## config.mk

```make
export PLATFORM = sky130hd
export DESIGN_NAME = maze_blaster
export DESIGN_NICKNAME = d
export VERILOG_FILES = /design/src/rtl/maze_blaster.sv
export SDC_FILE = /design/constraint.sdc
export NUM_CORES = 1
export LEC_CHECK = 0
export CORE_MARGIN = 2
export CORE_UTILIZATION = 55
export DETAILED_ROUTE_END_ITERATION = 10
export PLACE_DENSITY = 0.79
export SETUP_SLACK_MARGIN = 0.1
export SYNTH_ARGS = -nofsm -noshare
export SYNTH_HDL_FRONTEND = slang
export SYNTH_SLANG_ARGS = --single-unit
```

## constraint.sdc

```tcl
create_clock -name clk -period 10 [get_ports clk]
set_input_delay 2 -clock clk [delete_from_list [all_inputs] [get_ports clk]]
set_output_delay 2 -clock clk [all_outputs]
set_load 0.05 [all_outputs]
```

## src/rtl/maze_blaster.sv

```systemverilog
// maze_blaster: destroys breakable bricks in the shared 32x32 maze RAM when a bomb explodes.
// The flame starts next to the bomb cell and walks +X, -X, +Y, -Y in that order.
// Each cell is handled with a read-check-(write) sequence on the RAM's second port.
// An EMPTY cell lets the flame continue.
// A BRICK cell is overwritten and stops the flame in that direction.
// Any other tile stops the flame without being written.
//
// Ports:
//   clk, reset                  system clock, asynchronous active-high reset
//   req_valid/req_ready         explosion request handshake (ready only in IDLE)
//   req_cellX/req_cellY         bomb cell; req_range flame length 0..7 per direction
//   mem_addr/mem_rdata          RAM address {cellY, cellX}; read data one cycle after address
//   mem_we/mem_wdata            single-cycle tile write
//   busy, done                  activity level, one-cycle completion pulse
//   destroyed_count             bricks destroyed by the last request (saturates at 15)
//
// Optional feature: define MAZE_BONUS_EN to enable the LFSR.
// With the LFSR enabled, some destroyed bricks are written as bonus tiles (4'h3) instead of EMPTY.
module maze_blaster #(
  parameter int unsigned MAZEX = 25,
  parameter int unsigned MAZEY = 17,
  parameter logic [3:0]  BRICK = 4'h2,
  parameter logic [3:0]  EMPTY = 4'h0
) (
  input  logic       clk,
  input  logic       reset,
  input  logic       req_valid,
  output logic       req_ready,
  input  logic [4:0] req_cellX,
  input  logic [4:0] req_cellY,
  input  logic [2:0] req_range,
  output logic [9:0] mem_addr,
  input  logic [3:0] mem_rdata,
  output logic       mem_we,
  output logic [3:0] mem_wdata,
  output logic       busy,
  output logic       done,
  output logic [3:0] destroyed_count
);

  localparam int unsigned CW = 5;   // cell coordinate width
  localparam int unsigned AW = 6;   // arithmetic width for bounds detection
  localparam int unsigned SW = 4;   // step width: must hold range+1 = 8

  typedef enum logic [2:0] {IDLE, STEP, READ, CHECK, WRITE, DONE} state_t;
  typedef enum logic [1:0] {DIR_PX, DIR_NX, DIR_PY, DIR_NY} dir_t;

  state_t        state, state_n;
  dir_t          dir, dir_n;
  logic [SW-1:0] step, step_n, step_inc;
  logic [CW-1:0] cell_x, cell_y;
  logic [2:0]    range_q;
  logic [CW-1:0] cur_x, cur_y, cur_x_n, cur_y_n;
  logic [AW-1:0] nx, ny;
  logic          off_map, accept;
  logic [3:0]    wdata_c;

`ifdef MAZE_BONUS_EN
  logic [15:0] lfsr;

  // Galois LFSR, taps 16,14,13,11; free-running every cycle
  always_ff @(posedge clk or posedge reset) begin
    if (reset) lfsr <= 16'hACE1;
    else       lfsr <= {1'b0, lfsr[15:1]} ^ (lfsr[0] ? 16'hB400 : 16'h0000);
  end

  assign wdata_c = (lfsr[2:0] == 3'd0) ? 4'h3 : EMPTY;
`else
  assign wdata_c = EMPTY;
`endif

  assign accept   = req_valid && (state == IDLE);
  assign step_inc = step + SW'(1);

  // Candidate cell for the next step.
  // Underflow below 0 wraps to a large unsigned value, so one upper-bound compare covers both edges.
  always_comb begin
    nx = AW'(cell_x);
    ny = AW'(cell_y);
    unique case (dir)
      DIR_PX: nx = AW'(cell_x) + AW'(step_inc);
      DIR_NX: nx = AW'(cell_x) - AW'(step_inc);
      DIR_PY: ny = AW'(cell_y) + AW'(step_inc);
      DIR_NY: ny = AW'(cell_y) - AW'(step_inc);
      default: ;
    endcase
    off_map = (nx >= AW'(MAZEX)) || (ny >= AW'(MAZEY));
  end

  // Next-state logic
  always_comb begin
    state_n = state;
    dir_n   = dir;
    step_n  = step;
    cur_x_n = cur_x;
    cur_y_n = cur_y;
    unique case (state)
      IDLE: begin
        if (accept) begin
          state_n = STEP;
          dir_n   = DIR_PX;
          step_n  = '0;
        end
      end
      STEP: begin
        if ((step_inc > SW'(range_q)) || off_map) begin
          step_n = '0;
          if (dir == DIR_NY) state_n = DONE;
          else               dir_n   = dir_t'(2'(dir) + 2'd1);
        end else begin
          step_n  = step_inc;
          cur_x_n = nx[CW-1:0];
          cur_y_n = ny[CW-1:0];
          state_n = READ;
        end
      end
      READ: state_n = CHECK;
      CHECK: begin
        if (mem_rdata == EMPTY) begin
          state_n = STEP;
        end else if (mem_rdata == BRICK) begin
          state_n = WRITE;
        end else begin
          step_n = '0;
          if (dir == DIR_NY) begin
            state_n = DONE;
          end else begin
            state_n = STEP;
            dir_n   = dir_t'(2'(dir) + 2'd1);
          end
        end
      end
      WRITE: begin
        // a destroyed brick stops the flame in this direction
        step_n = '0;
        if (dir == DIR_NY) begin
          state_n = DONE;
        end else begin
          state_n = STEP;
          dir_n   = dir_t'(2'(dir) + 2'd1);
        end
      end
      DONE: state_n = IDLE;
      default: state_n = IDLE;
    endcase
  end

  // State, datapath and registered outputs
  always_ff @(posedge clk or posedge reset) begin
    if (reset) begin
      state           <= IDLE;
      dir             <= DIR_PX;
      step            <= '0;
      cell_x          <= '0;
      cell_y          <= '0;
      range_q         <= '0;
      cur_x           <= '0;
      cur_y           <= '0;
      req_ready       <= 1'b1;
      busy            <= 1'b0;
      done            <= 1'b0;
      mem_we          <= 1'b0;
      mem_addr        <= '0;
      mem_wdata       <= '0;
      destroyed_count <= '0;
    end else begin
      state     <= state_n;
      dir       <= dir_n;
      step      <= step_n;
      cur_x     <= cur_x_n;
      cur_y     <= cur_y_n;
      req_ready <= (state_n == IDLE);
      busy      <= (state_n != IDLE);
      done      <= (state_n == DONE);
      mem_we    <= (state_n == WRITE);
      if (accept) begin
        cell_x          <= req_cellX;
        cell_y          <= req_cellY;
        range_q         <= req_range;
        destroyed_count <= '0;
      end
      // address is presented during READ and held through CHECK and WRITE
      if (state_n == READ)  mem_addr  <= {cur_y_n, cur_x_n};
      if (state_n == WRITE) mem_wdata <= wdata_c;
      if ((state == WRITE) && (destroyed_count != 4'hF))
        destroyed_count <= destroyed_count + 4'd1;
    end
  end

endmodule
```

==> impl_metrics.ini, run 1 <==
[yosys]
synth_simple_gate_area_share_pct = 18.2
synth_top_flop_cell = dfrtp_1
synth_edf_count = 0
synth_area_leaders = dfrtp_1 (38%), ha_1 (9.2%), mux2_2 (4.3%)
yosysWarnings = 0
synth_mux_area_share_pct = 5.17
synth_top_family_by_area = simple AND/OR/NAND/NOR gates
synthAdderAreaFrac_pct = 10.7
syn_avg_cell_area_um2 = 9.49
synth-compound-area-share_pct = 16.1
synth_top_area_share_pct = 37.7
async_flop_share_pct = 100
yosysSeqAreaShare_pct = 38.7
syn_area_um2 = 2590
synth-seq-cells = 40
syn_inst = 273
synth.most_common_cell = dfrtp_1
synth_cell_types = 53
yosys.area_share.xor_xnor_pct = 5.36
synth_top_cell_by_area = dfrtp_1
synthTopCellsByCount = dfrtp_1 (39), nand2_1 (27), ha_1 (19)

[final_layout]
multi_input_area_um2 = 1450
stdcell_area_um2 = 3080
fillers = 362
area_growth_pct = 18.8
drive_gt1_share_pct = 10.4
antenna_cells = 0
regArea_um2 = 1000
fin_nets = 349

[sta]
clock_skew_ns = 0.00560
tns_ns = 0
setup_viol = 0
worst_slew_pin_slew_ns = 0.767
slew_viol_final = 0
period_needed_ns = 4.12
max_clock_freq_ghz = 0.243
setup_ws_ns = 5.88
rsz0062_at_grt = false
period_share_pct = 41.2
hold_viol = 0
slew_headroom_pct = 48.6

[critical_path]
crit_arrival_ns = 4.30
cp_slowest_cell = nor3_2
cpPeakStageDelay_ns = 0.68
crit_path_end_kind = flop
cp_cell_sequence = ha_1, xor2_1, nor3_1, nor2_1, xor2_1, ha_1, o21ai_1, a21oi_1, o22ai_1, a221oi_1, o21ai_1, nor3_2, buf_4, mux2_1
cp_max_fo = 13
r2r-start = step[0]
critPathLaunch = step[0]
worstPathRequired_ns = 10.19
startpoint_type = flop
worstSetupPathType = reg2reg

[drt]
post_drt_wl_per_cell_um = 14.8
postRouteAntennaNets = 0
drt_iter0_markers = 126
routed_wl_mm = 5.33
via_count = 2033
drc_errors = 0
vias_per_cell = 5.63
first_pass_iters = 4

[global_route]
grt_overflow = 0
grt_usage_pct = 22.1
grt_pass1_wl_mm = 8.94
grt_max_degree = 41
grt_pass1_vias = 1929
antenna_found_initial = 0

[outcome]
outcome = finished clean

[placed_design]
hpwl_mm = 3.99
post-place-ws_ns = 5.92
gp_congestion = 0.890
dpl_cell_area_um2 = 2980
numPortBuffers = 37

[clock_tree]
cts_sinks = 40
clk_latency_ns = 0.30
cts_tree = yes
clkTransAtPathRegs_ns = 0.08
cts_hold_buf = 0
ctsResizeCount = 0
cts-htree-levels = 2
cts_setup_buffers = 0
root_buffer = clkbuf_8
cts_buffers = 5
cts_buffer_depth = 2

[floorplanning]
die_y_um = 72.6
dieArea_um2 = 5280
initial_core_util_pct = 58.3
core_area_um2 = 4440
io_pins = 42
die_w_um = 72.6
rows = 24

[min_path]
hp-start = mem_addr[6]
min_path_type = reg2reg

[run]
drv_cap = 0
placed cells by master (no fill, tap or decap), types with 7 or more instances in the layout:
cell / count
o21ai_0: 12
xor2_1: 11
nor3_1: 8
ha_1: 19
nand3_1: 8
clkbuf_8: 7
clkdlybuf4s50_1: 37
nand2_1: 27
o211ai_1: 7
nor2_1: 14
nand2b_1: 8
o21a_1: 10
dfrtp_1: 39
inv_1: 16
mux2_2: 10
a21oi_1: 7
final cells by class:
type	count	share of cell area [%]
Multi-Input combinational cell	204	47.2
Sequential cell	40	32.6
Timing Repair Buffer	40	12.8
Clock buffer	8	3.25
Tap cell	52	2.11
Inverter	17	2.07
cell families after synthesis:
group,count (synthesis)
AO/OA/AOI/OAI,61
flip-flops,40
buffers and inverters,32
adder cells (fa/ha/maj),21
multiplexers,12
XOR/XNOR,15
AND/OR/NAND/NOR,91
other,1
per-stage QoR:
step,cells,hold WS (ns),utilization (%)
6_report,361,0.485,69.3
5_1_grt,361,0.521,69.3
4_1_cts,361,0.489,69.3
3_5_place_dp,353,0.472,67.0
3_3_place_gp,353,0.466,67.0
2_1_floorplan,276,0.485,-
flip-flops by register name (all words and copies together) (netlist names):
| register | flops |
|---|---|
| mem_addr | 10 |
| cell_x | 5 |
| cell_y | 5 |
| destroyed_count | 4 |
| step | 4 |
| range_q | 3 |
| state | 3 |
| dir | 2 |
| busy | 1 |
| done | 1 |
| mem_we | 1 |
| req_ready | 1 |
critical path: cells and delay by family, from the launching register on:
kind,cells,cell delay (ns)
simple gates,3,0.99
buf+inv,1,0.31
fa+ha+maj,2,0.72
xor+xnor,2,0.30
flops,1,0.53
mux,1,0.33
compound gates,5,0.82
per-layer routing:
layer	track usage (%)	share of wire (%)	routed length, um	vias up
met5	0	0	0	-
met4	7.61	1.3	70	0
met3	4.56	4.5	241	8
met2	35.8	48	2540	47
met1	29.6	46	2480	968
li1	-	-	-	1010
final timing paths:
path | to | slack, ns | cells past startpoint
max | mem_addr[1] | 5.88 | 14
max reg2reg | mem_addr[1] | 5.88 | 14
min | mem_addr[6] | 0.48 | 1
min in group asynchronous | busy | 2.11 | 3
min reg2reg | mem_addr[6] | 0.48 | 1
max in group asynchronous | destroyed_count[3] | 7.54 | 3
Power of run 1 is left out: the tool's default activity adds up to more than one toggle a clock period on the data nets, which glitch-free logic cannot reach.
==> inputs of run 2 (changes only) <==
CORE_UTILIZATION = 48   (was 55)
PLACE_DENSITY = 0.73   (was 0.79)
clock period = 3.3 ns   (was 10 ns; I/O delays follow)
==> run 2 against run 1 <==
  * Final cell count is 11% higher
  * Via count rose by 4.7%
  * Fmax up 27%
  * Utilization down 4.2 points
  * Non-clock buffer count is 23 higher
  * Critical path depth decreased by 2
  * Setup slack worse by 5.8 ns
  * Clock skew is 0.0051 ns higher
  * Sequential share of layout area down 2.8 points
==> impl_metrics.ini, run 2 (synthesis results as in run 1) <==
[global_route]
antenna_found_initial = 0
grt_overflow = 0
grt_usage_pct = 20.0
grt_pass1_wl_mm = 9.54
grt_max_degree = 41
grt_pass1_vias = 2117

[drt]
routed-wl-met2_mm = 2.68
met3WireLength_um = 200
drc_errors = 0
vias_per_cell = 5.30
routed.top_layer = met4
routed_wl_mm = 5.52
via_count = 2129
drt_iter0_markers = 52
postRouteAntennaNets = 0
first_pass_iters = 4
post_drt_wl_per_cell_um = 13.7
drt-met1-wl_mm = 2.57

[final_layout]
final_cell_mix = dfrtp_1 (38), clkdlybuf4s50_1 (37), nand2_1 (27), buf_4 (25)
multi_input_area_um2 = 1540
drive_gt1_share_pct = 21.1
regArea_um2 = 1000
final_common_cell = dfrtp_1
stdcell_area_um2 = 3370
area_growth_pct = 29.9
largest_register_ffs = 10
fin_nets = 372
largestRegisters = mem_addr (10), cell_x (5), cell_y (5)
fillers = 425
regMostFlops = mem_addr
antenna_cells = 0

[clock_tree]
cts_hold_buf = 0
clkTransAtPathRegs_ns = 0.08
cts_buffers = 5
root_buffer = clkbuf_8
cts-htree-levels = 2
clk_latency_ns = 0.30
cts_buffer_depth = 2
cts_sinks = 40
cts_tree = yes

[critical_path]
rrSetupSlack_ns = 0.06
cp.depth = 12
worstSetupPathType = reg2reg
cp_cell_sequence = ha_4, buf_4, xor2_1, buf_4, buf_4, fa_1, xor2_1, a311o_1, o21ai_1, nor3_2, or4b_4, mux2i_1
crit_arrival_ns = 3.47
cpPeakStageDelay_ns = 0.53
worstPathRequired_ns = 3.52
r2r-start = step[0]
r2r_end = dir[0]
r2r_cells = 12
cp_slowest_cell = or4b_4
cp_max_fo = 5
cp_top_family = adder cells
crit_buf_inv = 3
critPathMostFrequentCell = buf_4
crit_path_end_kind = flop
startpoint_type = flop

[sta]
setup_ws_ns = 0.0551
period_needed_ns = 3.24
slew_viol_final = 0
slew_headroom_pct = 48.7
hold_viol = 0
max_clock_freq_ghz = 0.308
rsz0062_at_grt = true
tns_ns = 0
holdWs_ns = 0.484
worst_slew_pin_slew_ns = 0.761
period_share_pct = 98.3
setup_viol = 0
clock_skew_ns = 0.0107

[placed_design]
numPortBuffers = 37
gp_congestion = 0.868
hpwl_mm = 4.15
post-place-ws_ns = -0.0256
dpl_cell_area_um2 = 3130

[floorplanning]
die_w_um = 77.5
io_pins = 42
initial_core_util_pct = 50.1
dieArea_um2 = 6000
rows = 26
die_y_um = 77.5
core_area_um2 = 5170

[outcome]
outcome = finished clean

[run]
drv_cap = 0

[min_path]
min_path_type = reg2reg
hp-start = mem_addr[6]
whs_path_depth = 1
hold_path_end = mem_addr[6]
-- run 2: cell types whose count changed in the layout (fill, tap and decap cells not counted), sizes merged --
cell and delta:
clkinv +1, buf +23, clkbuf -2, bufinv +1
-- run 2: cell type report --
class / instances / share of cell area (%)
inverters: 17 / 1.90
clock buffers: 6 / 2.16
well taps: 70 / 2.60
repair buffers: 63 / 16.9
clock inverters: 2 / 1.04
multi-input cells: 204 / 45.6
flip-flops and latches: 40 / 29.8
-- run 2: worst reg2reg max path, delay by kind of cell (launching register included) --
kind / cells / cell delay, ns
adder cells (fa/ha/maj): 2 / 0.69
XOR/XNOR: 2 / 0.32
AND/OR/NAND/NOR: 2 / 0.62
flip-flops: 1 / 0.43
AO/OA/AOI/OAI: 2 / 0.57
buffers and inverters: 3 / 0.41
multiplexers: 1 / 0.14
-- run 2: stage by stage --
stage	std cells	util, %
final	402	65.1
after global routing	402	65.1
after CTS	396	63.5
after detailed placement	385	60.5
after global placement	385	60.5
after floorplan	276	-
-- run 2: metal layers --
| metal | GRT usage, % | vias to the layer above |
|---|---|---|
| met5 | 0 | - |
| met3 | 3.84 | 8 |
| met2 | 33.7 | 41 |
| met1 | 26.2 | 1016 |
| met4 | 6.25 | 0 |
| li1 | - | 1064 |
-- run 2: what timing repair did --
item	CTS	global route
pin swaps	4	6
setup buffers	3	6
setup endpoints to repair	6	20
endpoints found under the hold margin	0	0
resized for setup	4	9
-- run 2: worst max path at each step --
stage,startpoint,to
floorplan,step[0],dir[1]
global placement,step[0],dir[1]
detailed placement,step[0],dir[0]
CTS,step[0],dir[0]
global route,step[0],dir[0]
finish,step[0],dir[0]
Power of run 2 is left out for the same reason.
==> inputs of run 3 (changes only) <==
CAP_MARGIN = 20   (was not set)
==> results of run 3 <==
No change in the layout: final DEF, timing and power equal those of run 2.
Power of run 3 is left out for the same reason.
==> variant (config.mk and constraints of run 3) <==
`AW`: 6 -> 5.
--- a/src/rtl/maze_blaster.sv
+++ b/src/rtl/maze_blaster.sv
@@ -40,5 +40,5 @@
 
   localparam int unsigned CW = 5;   // cell coordinate width
-  localparam int unsigned AW = 6;   // arithmetic width for bounds detection
+  localparam int unsigned AW = 5;   // arithmetic width for bounds detection
   localparam int unsigned SW = 4;   // step width: must hold range+1 = 8
 
Behaviour: not the same (a bounded check fails within 4 cycles, from zero or initial values and one cycle with reset high).
==> variant against run 3 <==
Global-route usage is 0.56 points higher. Highest routed layer unchanged. Critical path type unchanged. Critical path depth is 2 higher. Wire length increased by 3.2%. Final area rose by 1.3%. The run now ends with setup timing left. Sequential cell count is the same. Synthesized area shrank 3.0%. Worst setup slack worse by 0.24 ns.
Power is not shown: default switching activity piles up to over one toggle a cycle in this logic, so the estimate is an artifact.
==> variant: results (changes against run 3) <==
- Status: finished, violations left
- Failing checks: setup timing
- Nets@finish: 362 (-2.7%)
- Share of cells above drive strength 1: 0.256 (+0.0453)
- Worst Reg-to-Reg Cells: 14 (+2)
- Yosys top cell area share: 0.388 (+0.0116)
- Worst skew pair latency: 0.29 ns
- Setup violations, final: 15 (+15)
- Initial antenna violation count: 0 (unchanged)
- Cts bufs inserted: 5 (unchanged)
- Area leader, netlist: dfrtp_1
- CTS Root Cell: clkbuf_8
- CP top delay family: simple AND/OR/NAND/NOR gates
- Commonest cells in the netlist: dfrtp_1, nand2_1, inv_1
- Clock Path Buffers: 2 (unchanged)
- First-pass DRT Iterations: 4 (unchanged)
- YS warnings: 0 (unchanged)
- First-pass GRT wire length: 9650 µm (+1.1%)
- WHS Path Cells: 1 (unchanged)
- Ant diodes: 0 (unchanged)
- Clk slew on worst S/H paths: 0.08 ns (about the same)
- Number of port buffers: 37 (unchanged)
- Total track usage: 0.206 (+0.00561)
- Worst slack at placement: -0.206 ns (-0.180 ns)
- Setup ws final: -0.184 ns (-0.239 ns)
- WP data arrival: 3.66 ns (+0.19 ns)
- Critical path peak fanout: 9 (+4)
- Actual slew at the worst max-slew pin: 0.508 ns (-0.254 ns)
- Critical Path Source: step[0]
- Max incr delay on CP: 0.50 ns (-0.03 ns)
- # fillers: 420 (-1.2%)
- Largest regs: mem_addr: 10 flops, cell_x: 5 flops, cell_y: 5 flops
- Largest net degree at the start of global routing: 41 (unchanged)
- DRT Wirelength: 5700 µm (+3.2%)
- Initial drt markers: 92 (+77%)
- Synth unique cells: 50 (-5.7%)
- Setup Skew: 0.00865 ns (-0.00205 ns)
- Number of global-route vias before repair: 2,095 (-1.0%)
- Hold Path Class: register to register
- Ys async rst share: 1.00 (unchanged)
- Seq/Total Area, Yosys: 0.399 (+0.0119)
- Synth area leaders: dfrtp_1, ha_1, mux2_2
- DP HPWL: 3870 µm (-6.9%)
- Hold_sp: mem_addr[2]
- H-tree lvl count: 2 (unchanged)
- Placer Congestion: 0.812 (-6.4%)
- Slowest cell on the critical path: or4_4
- Vias/cell: 5.25 (-0.89%)
==> variant: cell types whose count changed after synthesis, sizes merged, moves of 5 or more <==
cell	before	now
a21oi	7	13
o21a	10	4
nand2	27	22
o211ai	7	2
==> variant: routing by layer <==
metal | track usage | vias to the layer above | wire length [µm] | part of all wire
li1 | - | 1009 | - | -
met4 | 0.0800 | 0 | 111 | 0.019
met3 | 0.0379 | 7 | 206 | 0.036
met1 | 0.255 | 1008 | 2400 | 0.42
met5 | 0 | - | 0 | 0
met2 | 0.358 | 44 | 2990 | 0.52
==> variant: area by class of cell <==
type	instances	share of cell area
inverters	18	0.0198
clock inverters	2	0.00294
multi-input cells	190	0.453
well taps	70	0.0257
flip-flops and latches	40	0.294
repair buffers	68	0.180
clock buffers	6	0.0242
==> variant: repair_timing <==
item,CTS,global route
setup endpoints to repair,19,19
buffers inserted,3,4
pin swaps,5,5
gates resized for setup,20,19
hold buffers,0,0
==> variant: worst paths after layout <==
check                              end  slack, ns
min reg2reg                mem_addr[2]       0.51
min in group asynchronous    cell_x[2]       0.79
max                        mem_addr[5]      -0.18
max reg2reg                mem_addr[5]      -0.18
max in group asynchronous    req_ready       2.15
min                        mem_addr[2]       0.51
==> variant: cells by family (layout without fill, tap and decap cells) <==
family | Yosys count | count (layout) | synth area share
simple gates | 87 | 87 | 0.183
fa+ha+maj | 19 | 19 | 0.101
buf+inv | 34 | 94 | 0.0657
mux | 19 | 19 | 0.0826
flops | 40 | 40 | 0.399
compound gates | 50 | 50 | 0.129
xor+xnor | 11 | 11 | 0.0383
other cells | 1 | 4 | 0.00149
==> variant: per-stage QoR <==
stage / instances / area [µm²] / hold slack (ns) / setup TNS [ns] / utilization
after floorplan: 264 / 2550 / 0.485 / -0.579 / -
after detailed placement: 379 / 3090 / 0.478 / -1.86 / 0.609
after CTS: 390 / 3290 / 0.501 / -1.33 / 0.648
after global routing: 394 / 3410 / 0.543 / -5.30 / 0.672
final: 394 / 3410 / 0.515 / -1.86 / 0.672
after global placement: 379 / 3090 / 0.471 / -0.830 / 0.609
